--- src/rtl/mem_arb_pkg.sv ---
// mem_arb_pkg: shared definitions for the instruction/data memory port arbiter.
//   REQ_IF / REQ_D  : requester ids carried through the response tag pipe.
//   RD_LATENCY_MAX  : deepest memory read latency the tag pipe supports.
//   rsp_tag_t/TAG_W : one tag pipe entry, {valid, id}.
package mem_arb_pkg;

  localparam logic REQ_IF         = 1'b0;
  localparam logic REQ_D          = 1'b1;
  localparam int   RD_LATENCY_MAX = 4;

  typedef struct packed {
    logic vld;
    logic id;
  } rsp_tag_t;

  localparam int TAG_W = $bits(rsp_tag_t);

endpackage

--- src/rtl/mem_port_arbiter_if.sv ---
// mem_port_arbiter_if: bundles the fetch port, data port and memory side of
// the arbiter.
//   slave  : arbiter view (takes requests and mem_rdata_i, drives grants,
//            responses and the mem_* strobes).
//   master : environment view (CPU ports plus the RAM macro).
interface mem_port_arbiter_if #(
  parameter int ADDR_W = 32,
  parameter int DATA_W = 32
);
  localparam int BE_W = DATA_W / 8;

  // fetch port
  logic              if_req_i;
  logic [ADDR_W-1:0] if_addr_i;
  logic              if_gnt_o;
  logic              if_rvalid_o;
  logic [DATA_W-1:0] if_rdata_o;
  // data port
  logic              d_req_i;
  logic              d_we_i;
  logic [BE_W-1:0]   d_be_i;
  logic [ADDR_W-1:0] d_addr_i;
  logic [DATA_W-1:0] d_wdata_i;
  logic              d_gnt_o;
  logic              d_rvalid_o;
  logic [DATA_W-1:0] d_rdata_o;
  // memory side
  logic              mem_req_o;
  logic              mem_we_o;
  logic [BE_W-1:0]   mem_be_o;
  logic [ADDR_W-1:0] mem_addr_o;
  logic [DATA_W-1:0] mem_wdata_o;
  logic [DATA_W-1:0] mem_rdata_i;

  modport slave (
    input  if_req_i, if_addr_i,
    input  d_req_i, d_we_i, d_be_i, d_addr_i, d_wdata_i,
    input  mem_rdata_i,
    output if_gnt_o, if_rvalid_o, if_rdata_o,
    output d_gnt_o, d_rvalid_o, d_rdata_o,
    output mem_req_o, mem_we_o, mem_be_o, mem_addr_o, mem_wdata_o
  );

  modport master (
    output if_req_i, if_addr_i,
    output d_req_i, d_we_i, d_be_i, d_addr_i, d_wdata_i,
    output mem_rdata_i,
    input  if_gnt_o, if_rvalid_o, if_rdata_o,
    input  d_gnt_o, d_rvalid_o, d_rdata_o,
    input  mem_req_o, mem_we_o, mem_be_o, mem_addr_o, mem_wdata_o
  );
endinterface

--- src/rtl/resp_tag_pipe.sv ---
// resp_tag_pipe: DEPTH-stage shift register of {valid, id} tags that tracks
// reads in flight so returning memory data can be steered to its requester.
//   clk_i  : clock
//   clr_i  : synchronous clear, drops every in-flight tag
//   in_i   : tag pushed this cycle
//   out_o  : tag pushed DEPTH cycles ago
module resp_tag_pipe
  import mem_arb_pkg::*;
#(
  parameter int DEPTH = 1
) (
  input  logic     clk_i,
  input  logic     clr_i,
  input  rsp_tag_t in_i,
  output rsp_tag_t out_o
);

  logic [DEPTH-1:0][TAG_W-1:0] tag_pipe;

  always_ff @(posedge clk_i) begin
    if (clr_i) begin
      tag_pipe <= '0;
    end else begin
      tag_pipe[0] <= in_i;
      for (int i = 1; i < DEPTH; i++) tag_pipe[i] <= tag_pipe[i-1];
    end
  end

  assign out_o = rsp_tag_t'(tag_pipe[DEPTH-1]);

endmodule

--- src/rtl/mem_port_arbiter.sv ---
// mem_port_arbiter: shares one single-port synchronous RAM between the CPU
// fetch port and data port. One combinational grant per cycle, data wins
// ties; read data is routed back to the issuer RD_LATENCY cycles later.
//   clk_i   : clock
//   reset_i : synchronous active-high reset
//   bus     : fetch port, data port and memory side (mem_port_arbiter_if.slave)
// Optional feature: define MEM_ARB_STARVE_GUARD_EN to build the fetch
// starvation guard (after MAX_WAIT denied fetch cycles, fetch wins a tie).
// Without it data has strict priority and MAX_WAIT only gets range-checked.
module mem_port_arbiter
  import mem_arb_pkg::*;
#(
  parameter int ADDR_W     = 32,
  parameter int DATA_W     = 32,
  parameter int RD_LATENCY = 1,
  parameter int MAX_WAIT   = 4
) (
  input  logic               clk_i,
  input  logic               reset_i,
  mem_port_arbiter_if.slave  bus
);

  if (RD_LATENCY < 1 || RD_LATENCY > RD_LATENCY_MAX) begin : g_bad_lat
    $error("mem_port_arbiter: RD_LATENCY out of range 1..4");
  end
  if (MAX_WAIT < 1 || MAX_WAIT > 15) begin : g_bad_wait
    $error("mem_port_arbiter: MAX_WAIT out of range 1..15");
  end

  logic     promote;
  logic     if_gnt, d_gnt, rd_gnt;
  logic     if_rvalid, d_rvalid;
  rsp_tag_t tag_in, tag_out;

`ifdef MEM_ARB_STARVE_GUARD_EN
  localparam logic [3:0] MAX_WAIT_C = 4'(MAX_WAIT);
  logic [3:0] wait_cnt;

  // Counts consecutive denied fetch cycles; any fetch grant or a dropped
  // fetch request restarts it. Saturates so promote stays up until fetch wins.
  always_ff @(posedge clk_i) begin
    if (reset_i || !bus.if_req_i || if_gnt) wait_cnt <= '0;
    else if (wait_cnt != MAX_WAIT_C)        wait_cnt <= wait_cnt + 4'd1;
  end

  assign promote = (wait_cnt == MAX_WAIT_C);
`else
  assign promote = 1'b0;
`endif

  // Grants are gated by reset so nothing reaches the RAM while in reset.
  always_comb begin
    if_gnt = 1'b0;
    d_gnt  = 1'b0;
    if (!reset_i) begin
      if (bus.if_req_i && (!bus.d_req_i || promote)) if_gnt = 1'b1;
      else if (bus.d_req_i)                           d_gnt  = 1'b1;
    end
  end

  // Memory side mirrors the winner; idle cycles drive zeros.
  always_comb begin
    bus.mem_req_o   = if_gnt | d_gnt;
    bus.mem_we_o    = 1'b0;
    bus.mem_be_o    = '0;
    bus.mem_addr_o  = '0;
    bus.mem_wdata_o = '0;
    if (d_gnt) begin
      bus.mem_we_o    = bus.d_we_i;
      bus.mem_be_o    = bus.d_be_i;
      bus.mem_addr_o  = bus.d_addr_i;
      bus.mem_wdata_o = bus.d_wdata_i;
    end else if (if_gnt) begin
      bus.mem_be_o    = '1;
      bus.mem_addr_o  = bus.if_addr_i;
    end
  end

  assign rd_gnt     = d_gnt ? !bus.d_we_i : if_gnt;
  assign tag_in.vld = rd_gnt;
  assign tag_in.id  = d_gnt ? REQ_D : REQ_IF;

  resp_tag_pipe #(.DEPTH(RD_LATENCY)) u_tag_pipe (
    .clk_i (clk_i),
    .clr_i (reset_i),
    .in_i  (tag_in),
    .out_o (tag_out)
  );

  // Reset also masks the pipe output, so a tag pushed just before reset
  // cannot surface during the reset cycle itself.
  assign if_rvalid = !reset_i && tag_out.vld && (tag_out.id == REQ_IF);
  assign d_rvalid  = !reset_i && tag_out.vld && (tag_out.id == REQ_D);

  assign bus.if_gnt_o    = if_gnt;
  assign bus.d_gnt_o     = d_gnt;
  assign bus.if_rvalid_o = if_rvalid;
  assign bus.d_rvalid_o  = d_rvalid;
  assign bus.if_rdata_o  = if_rvalid ? bus.mem_rdata_i : '0;
  assign bus.d_rdata_o   = d_rvalid  ? bus.mem_rdata_i : '0;

endmodule

--- src/flat_wrapper.sv ---
// flat-port wrapper written by rule: the top's interface ports become plain ports
module mem_port_arbiter_flat import mem_arb_pkg::*;
#(
  parameter int ADDR_W     = 32,
  parameter int DATA_W     = 32,
  parameter int RD_LATENCY = 1,
  parameter int MAX_WAIT   = 4
)
  (clk_i, reset_i, bus_if_req_i, bus_if_addr_i, bus_d_req_i, bus_d_we_i, bus_d_be_i, bus_d_addr_i, bus_d_wdata_i, bus_mem_rdata_i, bus_if_gnt_o, bus_if_rvalid_o, bus_if_rdata_o, bus_d_gnt_o, bus_d_rvalid_o, bus_d_rdata_o, bus_mem_req_o, bus_mem_we_o, bus_mem_be_o, bus_mem_addr_o, bus_mem_wdata_o);
  mem_port_arbiter_if #(.ADDR_W(ADDR_W), .DATA_W(DATA_W)) bus_i ();
  input  logic clk_i;
  input  logic reset_i;
  input wire logic [$bits(bus_i.if_req_i)-1:0] bus_if_req_i;
  input wire logic [$bits(bus_i.if_addr_i)-1:0] bus_if_addr_i;
  input wire logic [$bits(bus_i.d_req_i)-1:0] bus_d_req_i;
  input wire logic [$bits(bus_i.d_we_i)-1:0] bus_d_we_i;
  input wire logic [$bits(bus_i.d_be_i)-1:0] bus_d_be_i;
  input wire logic [$bits(bus_i.d_addr_i)-1:0] bus_d_addr_i;
  input wire logic [$bits(bus_i.d_wdata_i)-1:0] bus_d_wdata_i;
  input wire logic [$bits(bus_i.mem_rdata_i)-1:0] bus_mem_rdata_i;
  output wire logic [$bits(bus_i.if_gnt_o)-1:0] bus_if_gnt_o;
  output wire logic [$bits(bus_i.if_rvalid_o)-1:0] bus_if_rvalid_o;
  output wire logic [$bits(bus_i.if_rdata_o)-1:0] bus_if_rdata_o;
  output wire logic [$bits(bus_i.d_gnt_o)-1:0] bus_d_gnt_o;
  output wire logic [$bits(bus_i.d_rvalid_o)-1:0] bus_d_rvalid_o;
  output wire logic [$bits(bus_i.d_rdata_o)-1:0] bus_d_rdata_o;
  output wire logic [$bits(bus_i.mem_req_o)-1:0] bus_mem_req_o;
  output wire logic [$bits(bus_i.mem_we_o)-1:0] bus_mem_we_o;
  output wire logic [$bits(bus_i.mem_be_o)-1:0] bus_mem_be_o;
  output wire logic [$bits(bus_i.mem_addr_o)-1:0] bus_mem_addr_o;
  output wire logic [$bits(bus_i.mem_wdata_o)-1:0] bus_mem_wdata_o;
  assign bus_i.if_req_i = bus_if_req_i;
  assign bus_i.if_addr_i = bus_if_addr_i;
  assign bus_i.d_req_i = bus_d_req_i;
  assign bus_i.d_we_i = bus_d_we_i;
  assign bus_i.d_be_i = bus_d_be_i;
  assign bus_i.d_addr_i = bus_d_addr_i;
  assign bus_i.d_wdata_i = bus_d_wdata_i;
  assign bus_i.mem_rdata_i = bus_mem_rdata_i;
  assign bus_if_gnt_o = bus_i.if_gnt_o;
  assign bus_if_rvalid_o = bus_i.if_rvalid_o;
  assign bus_if_rdata_o = bus_i.if_rdata_o;
  assign bus_d_gnt_o = bus_i.d_gnt_o;
  assign bus_d_rvalid_o = bus_i.d_rvalid_o;
  assign bus_d_rdata_o = bus_i.d_rdata_o;
  assign bus_mem_req_o = bus_i.mem_req_o;
  assign bus_mem_we_o = bus_i.mem_we_o;
  assign bus_mem_be_o = bus_i.mem_be_o;
  assign bus_mem_addr_o = bus_i.mem_addr_o;
  assign bus_mem_wdata_o = bus_i.mem_wdata_o;
  mem_port_arbiter #(.ADDR_W(ADDR_W), .DATA_W(DATA_W), .RD_LATENCY(RD_LATENCY), .MAX_WAIT(MAX_WAIT)) u_core (.clk_i(clk_i), .reset_i(reset_i), .bus(bus_i));
endmodule
--- config.mk ---
export PLATFORM = sky130hd
export DESIGN_NAME = mem_port_arbiter_flat
export DESIGN_NICKNAME = d
export VERILOG_FILES = /design/src/rtl/mem_arb_pkg.sv /design/src/rtl/mem_port_arbiter_if.sv /design/src/rtl/resp_tag_pipe.sv /design/src/rtl/mem_port_arbiter.sv /design/src/flat_wrapper.sv
export SDC_FILE = /design/constraint.sdc
export NUM_CORES = 1
export LEC_CHECK = 0
export ABC_CLOCK_PERIOD_IN_PS = 1300
export CAP_MARGIN = 15
export CORE_AREA = 2 2 107 109
export CTS_BUF_LIST = sky130_fd_sc_hd__clkbuf_2 sky130_fd_sc_hd__clkbuf_4 sky130_fd_sc_hd__clkbuf_8
export DETAILED_ROUTE_END_ITERATION = 10
export DIE_AREA = 0 0 109 111
export PLACE_DENSITY_LB_ADDON = 0.05
export SLEW_MARGIN = 20
export SYNTH_ARGS = -nofsm -noshare
export SYNTH_HDL_FRONTEND = slang
export SYNTH_HIERARCHICAL = 1
export SYNTH_SLANG_ARGS = --single-unit
--- constraint.sdc ---
create_clock -name clk_i -period 1.3 [get_ports clk_i]
set_clock_uncertainty 0.2 [all_clocks]
set_input_delay 0.26 -clock clk_i [delete_from_list [all_inputs] [get_ports clk_i]]
set_output_delay 0.26 -clock clk_i [all_outputs]
set_load 0.005 [all_outputs]
# Yosys cells after proc, flatten, opt, wreduce, memory -nomap -nowiden
# Index checks and enable logic that the tools add are counted.
classes:
  muxes: 15
  bitwise_logic: 2
  reduce_logical: 7
op_table:
  columns: ["op", "n"]
  rows:
  - ["two-way mux 32 bit", 5]
  - ["two-way mux 1 bit", 8]
  - ["two-way mux 4 bit", 2]
  - ["logical AND 1 bit", 4]
  - ["zero test 1 bit", 3]
  - ["inverter 1 bit", 1]
  - ["OR 1 bit", 1]
word_totals:
  register_bits: 2
  input_bits: 137
  out_inout_bits: 138

# Longest topological paths before layout
# Gate-level depths: netlist of the first run.
depth:
  word_depth: 6
  ltp_mapped: 5

# Modules after synthesis
# Netlist of the first run, hierarchy kept.
by_module_without_submodules:
  columns: ["module", "instances", "cells_each", "area_each_um2", "seq_area_each_um2"]
  rows:
  - ["mem_port_arbiter", 1, 210, 1310.0, 0.0]
  - ["resp_tag_pipe", 1, 4, 52.6, 40.0]

# Least setup slack after synthesis of the first run
# OpenSTA, ideal clock, no wires.
synth_timing:
  path_type: "in2out"
  startpoint: "input port bus_d_req_i"
  endpoint: "output port bus_mem_addr_o[10]"
  arrival_time_ps: 991
  slack_ps: -151
  path_stages: 5
  cell_sequence: "buf_6 > and2b_4 > buf_6 > buf_6 > a32o_1"
synth_via:
  elab_chain_cells: 6
synth_rtl:
  columns: ["item", "line_no", "rtl"]
  rows:
  - ["start, declared", "flat_wrapper.sv:15", "input wire logic [$bits(bus_i.d_req_i)-1:0] bus_d_req_i;"]
  - ["zero test 1 bit", "mem_port_arbiter.sv:56", "if (bus.if_req_i && (!bus.d_req_i || promote)) if_gnt = 1'b1;"]
  - ["logical AND 1 bit", "mem_port_arbiter.sv:56", null]
  - ["two-way mux 1 bit", "mem_port_arbiter.sv:56", null]
  - ["two-way mux 1 bit", "mem_port_arbiter.sv:55", "if (!reset_i) begin"]
  - ["two-way mux 32 bit", "mem_port_arbiter.sv:73", "end else if (if_gnt) begin"]
  - ["two-way mux 32 bit *", "mem_port_arbiter.sv:68", "if (d_gnt) begin"]
  - ["end, declared", "flat_wrapper.sv:30", "output wire logic [$bits(bus_i.mem_addr_o)-1:0] bus_mem_addr_o;"]
# Mark *: on every way between the ends. The rest lies on a longest branch, timed or not.

# Worst setup path after layout of the first run
layout_timing:
  startpoint: "register u_core.u_tag_pipe.tag_pipe, in the netlist u_core/u_tag_pipe/out_o[0]"
  endpoint: "output port bus_if_rdata_o[24]"
layout_via:
  elab_chain_cells: 3
layout_rtl:
  columns: ["item", "line_no", "rtl"]
  rows:
  - ["start, declared", "resp_tag_pipe.sv:18", "logic [DEPTH-1:0][TAG_W-1:0] tag_pipe;"]
  - ["inverter 1 bit", "mem_port_arbiter.sv:92", "assign if_rvalid = !reset_i && tag_out.vld && (tag_out.id == REQ_IF);"]
  - ["logical AND 1 bit", "mem_port_arbiter.sv:92", null]
  - ["two-way mux 32 bit", "mem_port_arbiter.sv:99", "assign bus.if_rdata_o = if_rvalid ? bus.mem_rdata_i : '0;"]
  - ["end, declared", "flat_wrapper.sv:23", "output wire logic [$bits(bus_i.if_rdata_o)-1:0] bus_if_rdata_o;"]
# Every way passes these cells.

==> metrics.md, run 1 <==
| Metric | Value |
|---|---|
| Outcome | `complete, but fails checks` |
| Failing checks | `negative setup slack` |
| Full die area | `12100 µm²` |
| Worst slew margin | `84.8%` |
| Kind of critical path | `flop to output pin` |
| CP endpoint kind | `output pin` |
| Clock sinks | `2` |
| Area of the multi-input gates | `1780 µm²` |
| Remaining global-route overflow | `0` |
| Via count | `roughly 2900` |
| Critical Path, Cell by Cell | `or2_4 -> buf_12 -> buf_12 -> nor2_4 -> buf_2` |
| CP peak stage delay | `roughly 0.32 ns` |
| Slew @ Worst Pin | `0.228 ns` |
| Fillers | `1024` |
| DRT iter0 DRCs | `89` |
| Setup crit start kind | `flop` |
| PwrDens | `319 nW/µm²` |
| Vias in the first global route | `3067` |
| Gpl congestion | `0.817` |
| Crit path DAT | `between 1 and 1.5 ns` |
| TritonCTS buffer count | `3` |
| Post-Route WL | `11.1 mm` |
| DRC viols | `0` |
| FF/Latch Area | `45.0 µm²` |
| Antenna violations before repair | `0` |
| Synth area leaders | `a32o_1 24%, and2_1 15%, nor2_1 11%, nand2_1 9.9%, nor2_2 9.6%` |
| Max-Cap Viols | `0` |
| Mean post-synth cell area | `6.37 µm²` |
| Layout Area Growth over Synthesis | `321%` |
| Row count | `39` |
| Final WS setup | `-0.470 ns` |
| DP Wirelength | `about 7.9 mm` |
| Clock slew at reported path FFs | `0.03 ns` |
| Die Ht | `111 µm` |
| Flops & latches, synth | `2` |
| Critical Path Most Common Cell | `buf_12` |
| Hold Buf Count CTS | `0` |
| Pwr Total | `1.83 mW` |
| Final core occ | `between 50 and 60%` |
| Maximum vdd ir drop | `0.000234 V` |
| ANT cells | `0` |
| Share of cells above drive strength 1 | `~70%` |
| Delay-heaviest family, CP | `buffers and inverters` |
| CTS H-tree depth | `1` |
| Worst min-delay path class | `input port to flop` |
| CTS Buffer Depth | `2` |
| Final setup viols | `138` |
| Warnings, synthesis | `6` |
| Post-synthesis cell area | `between 1000 and 1500 µm²` |
| Vias/cell | `4.17` |
| CP startpoint | `u_core/u_tag_pipe/out_o[0]` |
| First-pass GRT wire length | `16.2 mm` |
| Fmax | `565 MHz` |
| Hold Worst Slack | `0.329 ns` |
| Synthesized Nets | `351` |
| All-Layer GR Usage | `17.1%` |
| Total Nets Final | `689` |
| EDFF count, synth | `0` |
| Final period util | `136%` |
| Pre-CTS WS | `-1.19 ns` |
| Post-Synthesis Cells | `about 210` |
| Buf/Inv on CP | `3` |
| I/O Pins | `275` |
| Final Hold Vio Count | `0` |
| Core ar. | `approximately 11000 µm²` |
| Post-synth top flop | `dfxtp_1` |
| RSZ-0062 raised after global routing | `yes` |
| Initial core utilization | `12.3%` |
| CP Data Required Time | `0.84 ns` |
| DR pass1 iterations | `3` |
| Die width | `109 µm` |
| Synth async-reset ratio | `0%` |
| Final worst path period need | `1.77 ns` |
| Min-delay src | `reset_i` |
| Register area share after synthesis | `2.94%` |
| Final Max Slew Viols | `0` |
| Top-count cell post-synth | `nor2_1` |
| Post-synth top area share | `23.5%` |
| Pin count of the biggest net entering global routing | `16` |
| Max reg flops | `2` |
| Critical-path maximum fanout | `6` |
| Antenna Nets Post-Route | `0` |
| Crit-path slowest cell | `or2_4` |
| CTS tree | `built` |
| Setup TNS | `-48.12 ns` |
| Port bufs | `274` |
| Post-synth top area cell | `a32o_1` |
| Leakage power | `2.47 nW` |
| CTS Root Cell | `clkbuf_8` |
| Synth top cells by count | `39 x nor2_1, 36 x nand2_1, 33 x and2_1` |
| Distinct cells, synth | `16` |
| WL/cell | `16.0 µm` |
## layer usage
layer  wire (µm)  global-route usage, %  part of all wire (%)
met5           0                      0                     0
met4         223                   4.27                   2.0
met3         921                   3.47                   8.3
met2        6250                   33.8                    56
met1        3710                   17.7                    33
## final cells by class
class	count	area share, %
Multi-Input combinational cell	183	31.0
Sequential cell	2	0.786
Tap cell	143	3.12
Inverter	1	0.0655
Clock buffer	3	0.720
Timing Repair Buffer	361	64.3
## what timing repair did
item,CTS,global route
buffers inserted,47,15
endpoints found under the setup margin,140,138
hold endpoints to repair,0,0
gates resized for setup,681,80
cloned,10,4
pin swaps,24,37
## kinds of logic (layout without fill, tap and decap cells)
logic type	Yosys count	count (layout)	synth area share, %
buf+inv	29	365	14.5
flops	2	2	2.94
compound gates	37	37	25.3
simple gates	146	146	57.2
## power breakdown
group / internal [mW] / switching (mW)
combinational: 0.995 / 0.525
clock: 0.195 / 0.0453
sequential: 0.0638 / 0.00359
## stage by stage
| step | std cells | cell area [µm²] |
|---|---|---|
| 6_report | 693 | 5730 |
| 5_1_grt | 693 | 5730 |
| 4_1_cts | 682 | 5410 |
| 3_5_place_dp | 624 | 4830 |
| 3_3_place_gp | 624 | 4830 |
| 2_1_floorplan | 214 | 1930 |
## cell usage in the layout, fill, tap and decap left out, drive strengths merged
cell / netlist / routed
a21oi: 5 / 5
a32o: 32 / 32
and2: 33 / 33
and2b: 1 / 1
buf: 21 / 222
bufbuf: 0 / 1
clkbuf: 7 / 8
clkdlybuf4s50: 0 / 129
dfxtp: 2 / 2
dlygate4sd2: 0 / 4
inv: 1 / 1
nand2: 36 / 36
nand2b: 3 / 3
nor2: 70 / 70
nor2b: 2 / 2
or2: 1 / 1
## final timing paths
| kind | end | depth (start not counted) |
|---|---|---|
| max | bus_if_rdata_o[24] | 5 |
| min | u_core/u_tag_pipe/out_o[1] | 5 |
No activity file was read; power rests on OpenSTA's default activity.
==> run 2: changes to the inputs <==
- CTS_CLUSTER_DIAMETER: default -> 150
==> results of run 2 <==
Same layout as run 1: the final DEF is identical, and so are final timing and power.
==> run 3: changes to the inputs <==
- SKIP_CTS_REPAIR_TIMING: default -> 1
==> run 3 against run 2 <==
  * Via count rose by 4.6%
  * Final cell count grew 5.2%
  * The run still ends with negative setup slack left
  * Worst setup slack got worse by 0.093 ns
  * Core utilization up 0.25 points
  * First-iteration DRC count down 22%
  * Non-clock buffer count up 35
  * Power decreased by 1.6%
  * Die area did not move
  * Maximum frequency is 5.0% lower
==> metrics.md, run 3 (synthesis results as in run 1) <==
| Metric | Value |
|---|---|
| Post-Route WL | `11.1 mm (about the same)` |
| I/O Pins | `275 (unchanged)` |
| DRC viols | `0 (unchanged)` |
| WL/cell | `15.2 µm (-4.9%)` |
| Post-DP Area | `4830 µm² (unchanged)` |
| Initial core utilization | `12.3% (unchanged)` |
| Kind of critical path | `input port to output pin` |
| Final WS setup | `-0.563 ns (-0.0930 ns)` |
| Die Ht | `111 µm (unchanged)` |
| Crit path DAT | `1.40 ns (+0.09 ns)` |
| CP Data Required Time | `0.84 ns (about the same)` |
| Total Nets Final | `725 (+5.2%)` |
| DP Wirelength | `7.90 mm (unchanged)` |
| Failing checks | `negative setup slack` |
| Max reg flops | `2 (unchanged)` |
| CTS Buffer Depth | `2 (unchanged)` |
| Core ar. | `11100 µm² (unchanged)` |
| Pin count of the biggest net entering global routing | `33 (+17)` |
| CP peak stage delay | `0.24 ns (-0.08 ns)` |
| Vias in the first global route | `2724 (-11%)` |
| Gpl congestion | `0.817 (unchanged)` |
| Wire length on met1 | `3.78 mm (+2.0%)` |
| Final core occ | `52.0% (+0.25 points)` |
| Hold Worst Slack | `0.147 ns (-0.182 ns)` |
| Design Area, Final | `5760 µm² (+0.48%)` |
| Antenna violations before repair | `0 (unchanged)` |
| Via count | `3025 (+4.6%)` |
| Crit-path slowest cell | `and2b_4` |
| Vias/cell | `4.15 (-0.53%)` |
| Pwr Total | `1.80 mW (-1.6%)` |
| Final setup viols | `137 (-0.72%)` |
| Antenna Nets Post-Route | `0 (unchanged)` |
| Final period util | `143% (+7.2 points)` |
| Port bufs | `274 (unchanged)` |
| DR WL met2 | `6.25 mm (+0.11%)` |
| Highest metal used | `met4` |
| Row count | `39 (unchanged)` |
| Share of cells above drive strength 1 | `66.9% (-1.3 points)` |
| Most common cell after layout, fill and taps aside | `clkdlybuf4s50_1` |
| Clock sinks | `2 (unchanged)` |
| Final worst path period need | `1.86 ns (+0.0930 ns)` |
| CTS H-tree depth | `1 (unchanged)` |
| Clock slew at reported path FFs | `0.03 ns (about the same)` |
| Most frequent cells in the layout | `128 x clkdlybuf4s50_1, 67 x buf_6, 63 x nor2_4` |
| CTS tree | `built` |
| PwrDens | `312 nW/µm² (-2.1%)` |
| Worst min-delay path class | `input port to flop` |
| CTS Root Cell | `clkbuf_8` |
| First-pass GRT wire length | `14.0 mm (-14%)` |
| Critical-path maximum fanout | `7 (+1)` |
| Slew @ Worst Pin | `0.189 ns (-0.0390 ns)` |
| RSZ-0062 raised after global routing | `yes` |
| Max-Cap Viols | `0 (unchanged)` |
| Critical Path, Cell by Cell | `buf_12 -> and2b_4 -> buf_12 -> clkbuf_16 -> buf_6 -> buf_6 -> a32o_1 -> buf_2` |
| Full die area | `12100 µm² (unchanged)` |
| Setup crit start kind | `input port` |
| TritonCTS buffer count | `3 (unchanged)` |
| ANT cells | `0 (unchanged)` |
| CP endpoint kind | `output pin` |
| Final Hold Vio Count | `0 (unchanged)` |
| Final Max Slew Viols | `0 (unchanged)` |
| Die width | `109 µm (unchanged)` |
| Outcome | `complete, but fails checks` |
| DRT iter0 DRCs | `69 (-22%)` |
| Layout Area Growth over Synthesis | `323%` |
| All-Layer GR Usage | `14.6% (-2.5 points)` |
| DR WL met3 | `885 µm (-3.9%)` |
| Remaining global-route overflow | `0 (unchanged)` |
| Fmax | `537 MHz (-5.0%)` |
| DR pass1 iterations | `4 (+1)` |
| Maximum vdd ir drop | `0.000224 V (-4.5%)` |
| Leakage power | `2.68 nW (+8.4%)` |
| Worst slew margin | `87.4% (+2.6 points)` |
## run 3: cell type report
type	instances	area [µm²]
Timing Repair Buffer	396	3800
Clock buffer	3	41.3
Multi-Input combinational cell	184	1690
Tap cell	143	179
Sequential cell	2	45.0
Inverter	1	3.75
Fill cell	1054	5320
## run 3: final timing paths
kind / startpoint / cells after the start / end
worst max-delay path: reset_i / 8 / bus_mem_addr_o[26]
worst min-delay path: reset_i / 3 / u_core/u_tag_pipe/out_o[1]
## run 3: critical path: cells and delay by family
kind / cells / cell delay, ns
AOI/OAI and AO/OA: 1 / 0.19
buffers and inverters: 6 / 0.70
and+or+nand+nor: 1 / 0.24
## run 3: metrics by stage
| stage | worst slack (ns) | setup TNS, ns | std cells |
|---|---|---|---|
| 2_1_floorplan | -0.149 | -9.16 | 214 |
| 3_3_place_gp | -1.16 | -145.88 | 624 |
| 3_5_place_dp | -1.19 | -148.42 | 624 |
| 4_1_cts | -1.20 | -148.11 | 627 |
| 5_1_grt | -0.625 | -57.73 | 729 |
| 6_report | -0.563 | -51.16 | 729 |
## run 3: layer usage
metal	global-route usage, %	up-vias
met5	0	-
met4	4.02	0
met1	14.9	1403
met3	3.76	12
met2	28.4	140
li1	-	1470
## run 3: power breakdown
group | internal, mW | switching (mW) | leakage (nW)
clock network | 0.195 | 0.0442 | 0.0216
registers | 0.0638 | 0.00385 | 0.0175
logic | 0.987 | 0.504 | 2.64
total | 1.25 | 0.552 | 2.68
